File: src/rtl/inst_bus_if_pkg.sv
// Shared definitions for the instruction-side Wishbone bus interface:
// bus widths, FSM state encodings and pipeline control constants.
package inst_bus_if_pkg;

  localparam int REG_BUS_W       = 32;
  localparam int INST_ADDR_BUS_W = 32;
  localparam int STALL_W         = 6;
  localparam int SEL_W           = 4;

  localparam logic STOP        = 1'b1;
  localparam logic NO_STOP     = 1'b0;
  localparam logic CHIP_ENABLE = 1'b1;

  localparam logic [SEL_W-1:0]           SEL_ALL   = 4'b1111;
  localparam logic [SEL_W-1:0]           SEL_NONE  = 4'b0000;
  localparam logic [REG_BUS_W-1:0]       ZERO_WORD = '0;
  localparam logic [INST_ADDR_BUS_W-1:0] ZERO_ADDR = '0;

  typedef enum logic [1:0] {
    IDLE           = 2'd0,
    BUSY           = 2'd1,
    WAIT_FOR_STALL = 2'd2
  } bus_state_e;

  // True when any stage of the pipeline is holding.
  function automatic logic pipe_held(input logic [STALL_W-1:0] stall);
    return |stall;
  endfunction

endpackage

File: src/rtl/inst_bus_if.sv
// Instruction-fetch Wishbone master. Issues one read per fetch request,
// stalls the pipeline while the read is outstanding, and keeps the fetched
// word in rd_buf if the pipeline is still holding when the ack arrives.
module inst_bus_if
  import inst_bus_if_pkg::*;
(
  input  logic                       clk,
  input  logic                       rst,
  input  logic [STALL_W-1:0]         stall,
  input  logic                       flush,
  input  logic                       cpu_ce_i,
  input  logic [INST_ADDR_BUS_W-1:0] cpu_addr_i,
  output logic [REG_BUS_W-1:0]       cpu_data_o,
  output logic                       stallreq_o,
  output logic [INST_ADDR_BUS_W-1:0] wb_adr_o,
  input  logic [REG_BUS_W-1:0]       wb_dat_i,
  input  logic                       wb_ack_i,
  output logic                       wb_cyc_o,
  output logic                       wb_stb_o,
  output logic                       wb_we_o,
  output logic [SEL_W-1:0]           wb_sel_o
);

  bus_state_e                 state_q;
  bus_state_e                 state_d;
  logic                       bus_req_q;
  logic [SEL_W-1:0]           sel_q;
  logic [INST_ADDR_BUS_W-1:0] adr_q;
  logic [REG_BUS_W-1:0]       rd_buf;
  logic                       fetch_go;

  // A fetch is launched only from IDLE and never in a flush cycle.
  assign fetch_go = (cpu_ce_i == CHIP_ENABLE) && !flush;

  // State register.
  always_ff @(posedge clk) begin
    if (rst) begin
      state_q <= IDLE;
    end else begin
      state_q <= state_d;
    end
  end

  // Next-state logic; flush always wins and returns to IDLE.
  always_comb begin
    state_d = state_q;
    case (state_q)
      IDLE: begin
        if (fetch_go) state_d = BUSY;
      end
      BUSY: begin
        if (flush)                  state_d = IDLE;
        else if (wb_ack_i)          state_d = pipe_held(stall) ? WAIT_FOR_STALL : IDLE;
      end
      WAIT_FOR_STALL: begin
        if (flush || !pipe_held(stall)) state_d = IDLE;
      end
      default: state_d = IDLE;
    endcase
  end

  // Registered bus request, address and read buffer.
  always_ff @(posedge clk) begin
    if (rst) begin
      bus_req_q <= 1'b0;
      sel_q     <= SEL_NONE;
      adr_q     <= ZERO_ADDR;
      rd_buf    <= ZERO_WORD;
    end else begin
      case (state_q)
        IDLE: begin
          if (fetch_go) begin
            bus_req_q <= 1'b1;
            sel_q     <= SEL_ALL;
            adr_q     <= cpu_addr_i;
          end
        end
        BUSY: begin
          if (flush) begin
            bus_req_q <= 1'b0;
            sel_q     <= SEL_NONE;
            adr_q     <= ZERO_ADDR;
            rd_buf    <= ZERO_WORD;
          end else if (wb_ack_i) begin
            bus_req_q <= 1'b0;
            sel_q     <= SEL_NONE;
            adr_q     <= ZERO_ADDR;
            rd_buf    <= wb_dat_i;
          end
        end
        WAIT_FOR_STALL: begin
          if (flush) rd_buf <= ZERO_WORD;
        end
        default: begin
          bus_req_q <= 1'b0;
          sel_q     <= SEL_NONE;
          adr_q     <= ZERO_ADDR;
        end
      endcase
    end
  end

  // Pipeline-facing outputs; the fetched word bypasses rd_buf in the ack cycle.
  always_comb begin
    stallreq_o = NO_STOP;
    cpu_data_o = ZERO_WORD;
    case (state_q)
      IDLE: begin
        stallreq_o = fetch_go ? STOP : NO_STOP;
      end
      BUSY: begin
        stallreq_o = wb_ack_i ? NO_STOP : STOP;
        cpu_data_o = wb_ack_i ? wb_dat_i : ZERO_WORD;
      end
      WAIT_FOR_STALL: begin
        cpu_data_o = rd_buf;
      end
      default: begin
        stallreq_o = NO_STOP;
        cpu_data_o = ZERO_WORD;
      end
    endcase
  end

  assign wb_cyc_o = bus_req_q;
  assign wb_stb_o = bus_req_q;
  assign wb_sel_o = sel_q;
  assign wb_adr_o = adr_q;
  assign wb_we_o  = 1'b0;

endmodule

File: config.mk
export PLATFORM = sky130hd
export DESIGN_NAME = inst_bus_if
export DESIGN_NICKNAME = d
export VERILOG_FILES = /design/src/rtl/inst_bus_if_pkg.sv /design/src/rtl/inst_bus_if.sv
export SDC_FILE = /design/constraint.sdc
export NUM_CORES = 1
export LEC_CHECK = 0
export ABC_CLOCK_PERIOD_IN_PS = 1700
export CAP_MARGIN = 20
export CORE_MARGIN = 8
export CORE_UTILIZATION = 43
export CTS_BUF_LIST = sky130_fd_sc_hd__clkbuf_4 sky130_fd_sc_hd__clkbuf_8
export DETAILED_ROUTE_END_ITERATION = 8
export GPL_TIMING_DRIVEN = 0
export PLACE_DENSITY = 0.82
export SYNTH_ARGS = -nofsm -noshare
export SYNTH_HDL_FRONTEND = slang
export SYNTH_SLANG_ARGS = --single-unit
File: constraint.sdc
create_clock -name clk -period 1.7 [get_ports clk]
set_input_delay 0.34 -clock clk [delete_from_list [all_inputs] [get_ports clk]]
set_output_delay 0.34 -clock clk [all_outputs]
set_load 0.02 [all_outputs]
After elaboration in Yosys (flattened, before gate mapping)
Cells that the tools add are included.

operators by class
  mux-type cells = 27
  bitwise operators = 1
  equal/unequal tests = 6
  reduce and logical (&&, ||, !) cells = 10

operators by type and width
  kind                                                                    number
  32-bit two-way mux                                                      7
  32-bit one-hot mux with 2 select lines                                  2
  32-bit one-hot mux with 3 select lines                                  1
  4-bit two-way mux                                                       3
  4-bit one-hot mux with 3 select lines                                   1
  2-bit two-way mux                                                       5
  3-bit AND reduction                                                     3
  2-bit != test (second input constant)                                   3
  2-bit one-hot mux with 3 select lines                                   1
  6-bit OR reduction                                                      1
  1-bit two-way mux                                                       5
  3-bit != test (second input constant)                                   1
  1-bit one-hot mux with 3 select lines                                   1
  2-bit by 1-bit equality test with 1-bit output (second input constant)  1
  2-bit equality test (second input constant)                             1
  1-bit zero test                                                         2
  2-bit zero test                                                         1
  1-bit one-hot mux with 2 select lines                                   1
  2-bit nonzero test                                                      1
  1-bit logical AND                                                       1
  1-bit logical OR                                                        1
  1-bit inverter                                                          1

word-level totals
  output and inout port bits = 72
  register bits = 71

Logic depth before layout (Yosys ltp)
Gate-level depths: netlist (run 1).

  word-level depth = 5
  depth in mapped cells = 7
  gate-level depth less buffers = 6

Least setup slack after synthesis (run 1)
No wires, ideal clock.

  path type = flip-flop to output port
  start point = register state_q[0]
  end point = output port cpu_data_o[12]
  buffers on the path = 2
  slack = -0.133 ns
  data required time = 1.360 ns
  stages on the path, launching flop included = 7
  arrival time = 1.493 ns
  path through = dfxtp_1 > inv_1 > ha_1 > buf_2 > clkbuf_1 > a22oi_1 > nor2b_1

on the way
  word-level cells in the longest chain between the ends = 2
  elaborated cells between the ends (all ways) = 3
  classes of those cells = eq/ne (2); mux (1)

ends and longest elaborated chain
  item                                                                                   RTL line            source
  start: declaration                                                                     inst_bus_if.sv:24   bus_state_e state_q;
  start signal: assignment                                                               inst_bus_if.sv:40   state_q <= state_d;
  2-bit equality test or 2-bit by 1-bit equality test with 1-bit output (tied branches)  inst_bus_if.sv:107  case (state_q)
  32-bit one-hot mux with 2 select lines *                                               inst_bus_if.sv:107
  end: declaration                                                                       inst_bus_if.sv:13   output logic [REG_BUS_W-1:0] cpu_data_o,

Mark *: on every way between the ends. The rest lies on a longest branch, timed or not.

Worst setup path after layout (run 1)
  start point = register state_q[0]
  end point = output port cpu_data_o[1]

Same word-level chain as after synthesis.

==> results by group, run 1 <==
Run status
  – Status: complete, but fails checks
  – Failing checks: negative setup slack

STA
  – Setup ws final: -491 ps
  – Max Slew Vio Count: 0
  – Final period util: 129%
  – Final Hold Fails: 0
  – Finish-stage setup viols: between 100 and 150
  – Max_slew headroom: between 50% and 60%
  – Hold_ws: 459 ps
  – Worst-Margin Slew: 702 ps
  – Final Skew: approximately 9.7 ps
  – Max Clock Freq: 456 MHz
  – Min Tclk post-route: between 2000 and 2500 ps
  – Unrepaired setup endpoints after global routing: yes

Placed design
  – Placer congestion estimate: 0.775
  – Placed wire-length estimate: around 8.2 mm
  – Area after DPL: around 0.0048 sq mm
  – Port bufs: around 140
  – Cells after DPL: 642

Final layout
  – Post-Layout Cell Count: ~700
  – Area Growth Syn to Fin: 101%
  – Seq. cell area: about 0.0013 sq mm
  – Area occupied by multi-input gates: 0.00221 sq mm
  – Commonest non-fill, non-tap cell in the layout: clkdlybuf4s50_1
  – Net count, final: about 670
  – Layout cells sized above 1: a little under half
  – Final instance area: 0.00632 sq mm
  – Highest-count cells in the layout ignoring fill and taps: clkdlybuf4s50_1, dfxtp_1, buf_6
  – FILL cells: 258

Power and ir drop
  – Leak: 2.24 nW
  – Maximum VDD drop: roughly 0.75 mV
  – Pwr dens: 1330 mW/mm^2

Logic synthesis
  – Seq/Total Area, Yosys: a little over two fifths
  – Mux cell area share after synthesis: 0%
  – Synth Area in Adders: ~1.2%
  – Synthesized netlist cell count: approximately 400
  – Synth Area in Compound Gates: about a fifth
  – Synth Net Count: 477
  – Syn avg cell area: just under 8 sq um
  – Post-synthesis simple-gate area fraction: a little over a quarter
  – #FFs+latches synth: between 60 and 70
  – Largest family of logic cells by synthesized area: simple AND/OR/NAND/NOR gates
  – XOR/XNOR Fraction of Synth Area: 0%
  – Synthesis warning total: 0
  – Synthesized area: between 0.003 and 0.004 sq mm
  – Synth unique cells: 29

Critical path
  – CP max-delay cell: dfxtp_2
  – Crit-path cells: inv_2 > ha_4 > clkbuf_16 > clkbuf_16 > a22oi_2 > nor2b_2 > buf_6
  – Worst path max stage delay: between 300 and 400 ps
  – Crit Path Max Fanout: 5
  – CP arrival: 1850 ps
  – Most used cell, CP: clkbuf_16
  – Required @ worst endpoint: ~1400 ps
  – Setup CP Type: reg -> out
  – CP endpoint kind: output port
  – Setup crit start kind: flip-flop

Clocking
  – Clk slew on worst S/H paths: 70 ps
  – Num CTS Buffers: 9
  – Worst-case clock buffer depth: 2
  – CTS sink count: 67
  – Root buf cell: clkbuf_8
  – H-Tree Depth: 3
  – CTS tree: yes
  – Skew-Pair Late Insertion Delay: around 360 ps

Floorplan
  – Die area: 0.0103 sq mm
  – Rows: 31
  – Die W: between 100 and 150 um
  – # IOs: roughly 150
  – Die height: between 100 and 150 um
  – Core Area: 0.00718 sq mm
  – Initial core utilization: 43.8%

Min path
  – Min-Delay Path Class: reg -> reg

GRT
  – Vias in the first global route: around 3800
  – Tot GR Track Use: between 20% and 30%
  – First-pass GRT wire length: 19.1 mm
  – Initial antenna violation count: 1
  – Grt ovf: 0
  – Largest net degree at the start of global routing: 12

Detailed routing
  – Drt wl/cell: between 20 and 30 um
  – Drt pass-1 iters: 5
  – Initial DRC count: between 400 and 500
  – Via density: 6.36
  – Via count: about 4400
  – DRC: 0
  – Routed Antenna Nets: 0
  – Final WL: about 19 mm

Run
  – Max_cap viols: 0
[layout make-up]
cell class	instances	share of cell area, %
Buffer	42	7.24
Multi-Input combinational cell	285	35.0
Clock inverter	4	1.15
Clock buffer	12	2.51
Tap cell	99	1.96
Inverter	4	0.237
Timing Repair Buffer	178	30.6
Antenna cell	1	0.0396
Sequential cell	67	21.3
[worst max-delay path, delay by kind of cell, from the launching register on]
family | cells | cell delay, ps
buffers and inverters | 4 | 610
DFF | 1 | 350
and+or+nand+nor | 1 | 230
adders and majority gates | 1 | 210
AOI/OAI and AO/OA | 1 | 90
[cell families after synthesis]
logic type | after synthesis
AO/OA/AOI/OAI | 109
adder cells (fa/ha/maj) | 3
buffers and inverters | 48
flip-flops | 67
other | 1
AND/OR/NAND/NOR | 171
[metal layers]
layer | vias up | share of wire [%] | global-route usage [%]
li1 | 1766 | - | -
met1 | 2069 | 35 | 25.7
met2 | 420 | 48 | 41.0
met3 | 146 | 9.6 | 6.05
met4 | 0 | 8.1 | 12.4
met5 | - | 0 | 0
[state kept, by name, indices dropped and copies added, names as in the netlist]
register,cells
rd_buf,32
wb_adr_o,32
state_q,2
wb_sel_o,1
[through the flow]
step / total power (W) / util, % / setup slack [ps] / TNS (ps)
floorplan: 0.00378 / - / -47.9 / -479
global placement: 0.00483 / 66.8 / -879 / -46900
detailed placement: 0.00489 / 66.8 / -896 / -49300
CTS: 0.00700 / 78.0 / -332 / -10550
global route: 0.00862 / 88.1 / -514 / -23930
finish: 0.00843 / 88.1 / -491 / -20310
[where the power goes]
| group | switching, W | internal (W) |
|---|---|---|
| logic | 0.00252 | 0.00228 |
| registers | 0.000227 | 0.00184 |
| clock network | 0.000646 | 0.000921 |
| total | 0.00339 | 0.00504 |
[Yosys cell counts (all sizes together)]
cell    instances  share of area [%]
buf            22                4.9
a32oi           1               0.28
nor3b           1               0.40
dfxtp          67                 43
o41ai           1               0.28
nand3          64                 11
nand2b          2               0.64
and2            1               0.20
o22a            1               0.28
ha              3                1.2
nor2b          33                6.6
a22oi          32                7.6
a211oi          1               0.64
inv             4               0.48
o22ai           2               0.40
nand2          65                7.8
nor2            4               0.48
a21oi          67                 11
clkbuf         22                2.6
nor4            1               0.20
conb            1               0.12
a21o            1               0.24
o21ai           2               0.32
a211o           1               0.28
[what timing repair did]
action                     4_1_cts  5_1_grt
gates cloned                     6        8
hold buffers                     0        0
pin swaps                       32       71
setup endpoints to repair      103       97
resized for setup              291      151
buffers inserted                15        7
[final timing paths]
check                                start                        end  slack, ps  cells past startpoint
hold reg to reg   wb_adr_o[7]$_SDFFE_PP0P_   wb_adr_o[7]$_SDFFE_PP0P_        460                      2
setup reg to reg   state_q[0]$_SDFFE_PP0P_  wb_adr_o[19]$_SDFFE_PP0P_       -270                      9
hold / removal    wb_adr_o[7]$_SDFFE_PP0P_   wb_adr_o[7]$_SDFFE_PP0P_        460                      2
setup / recovery   state_q[0]$_SDFFE_PP0P_              cpu_data_o[1]       -490                      7
No activity file was read; power rests on OpenSTA's default activity.
==> run 2, diff against run 1 <==
CAP_MARGIN = 30   (was 20)
CTS_CLUSTER_DIAMETER = 60   (was not set)
==> results of run 2 <==
Final layout, timing and power as in run 1 (identical DEF).
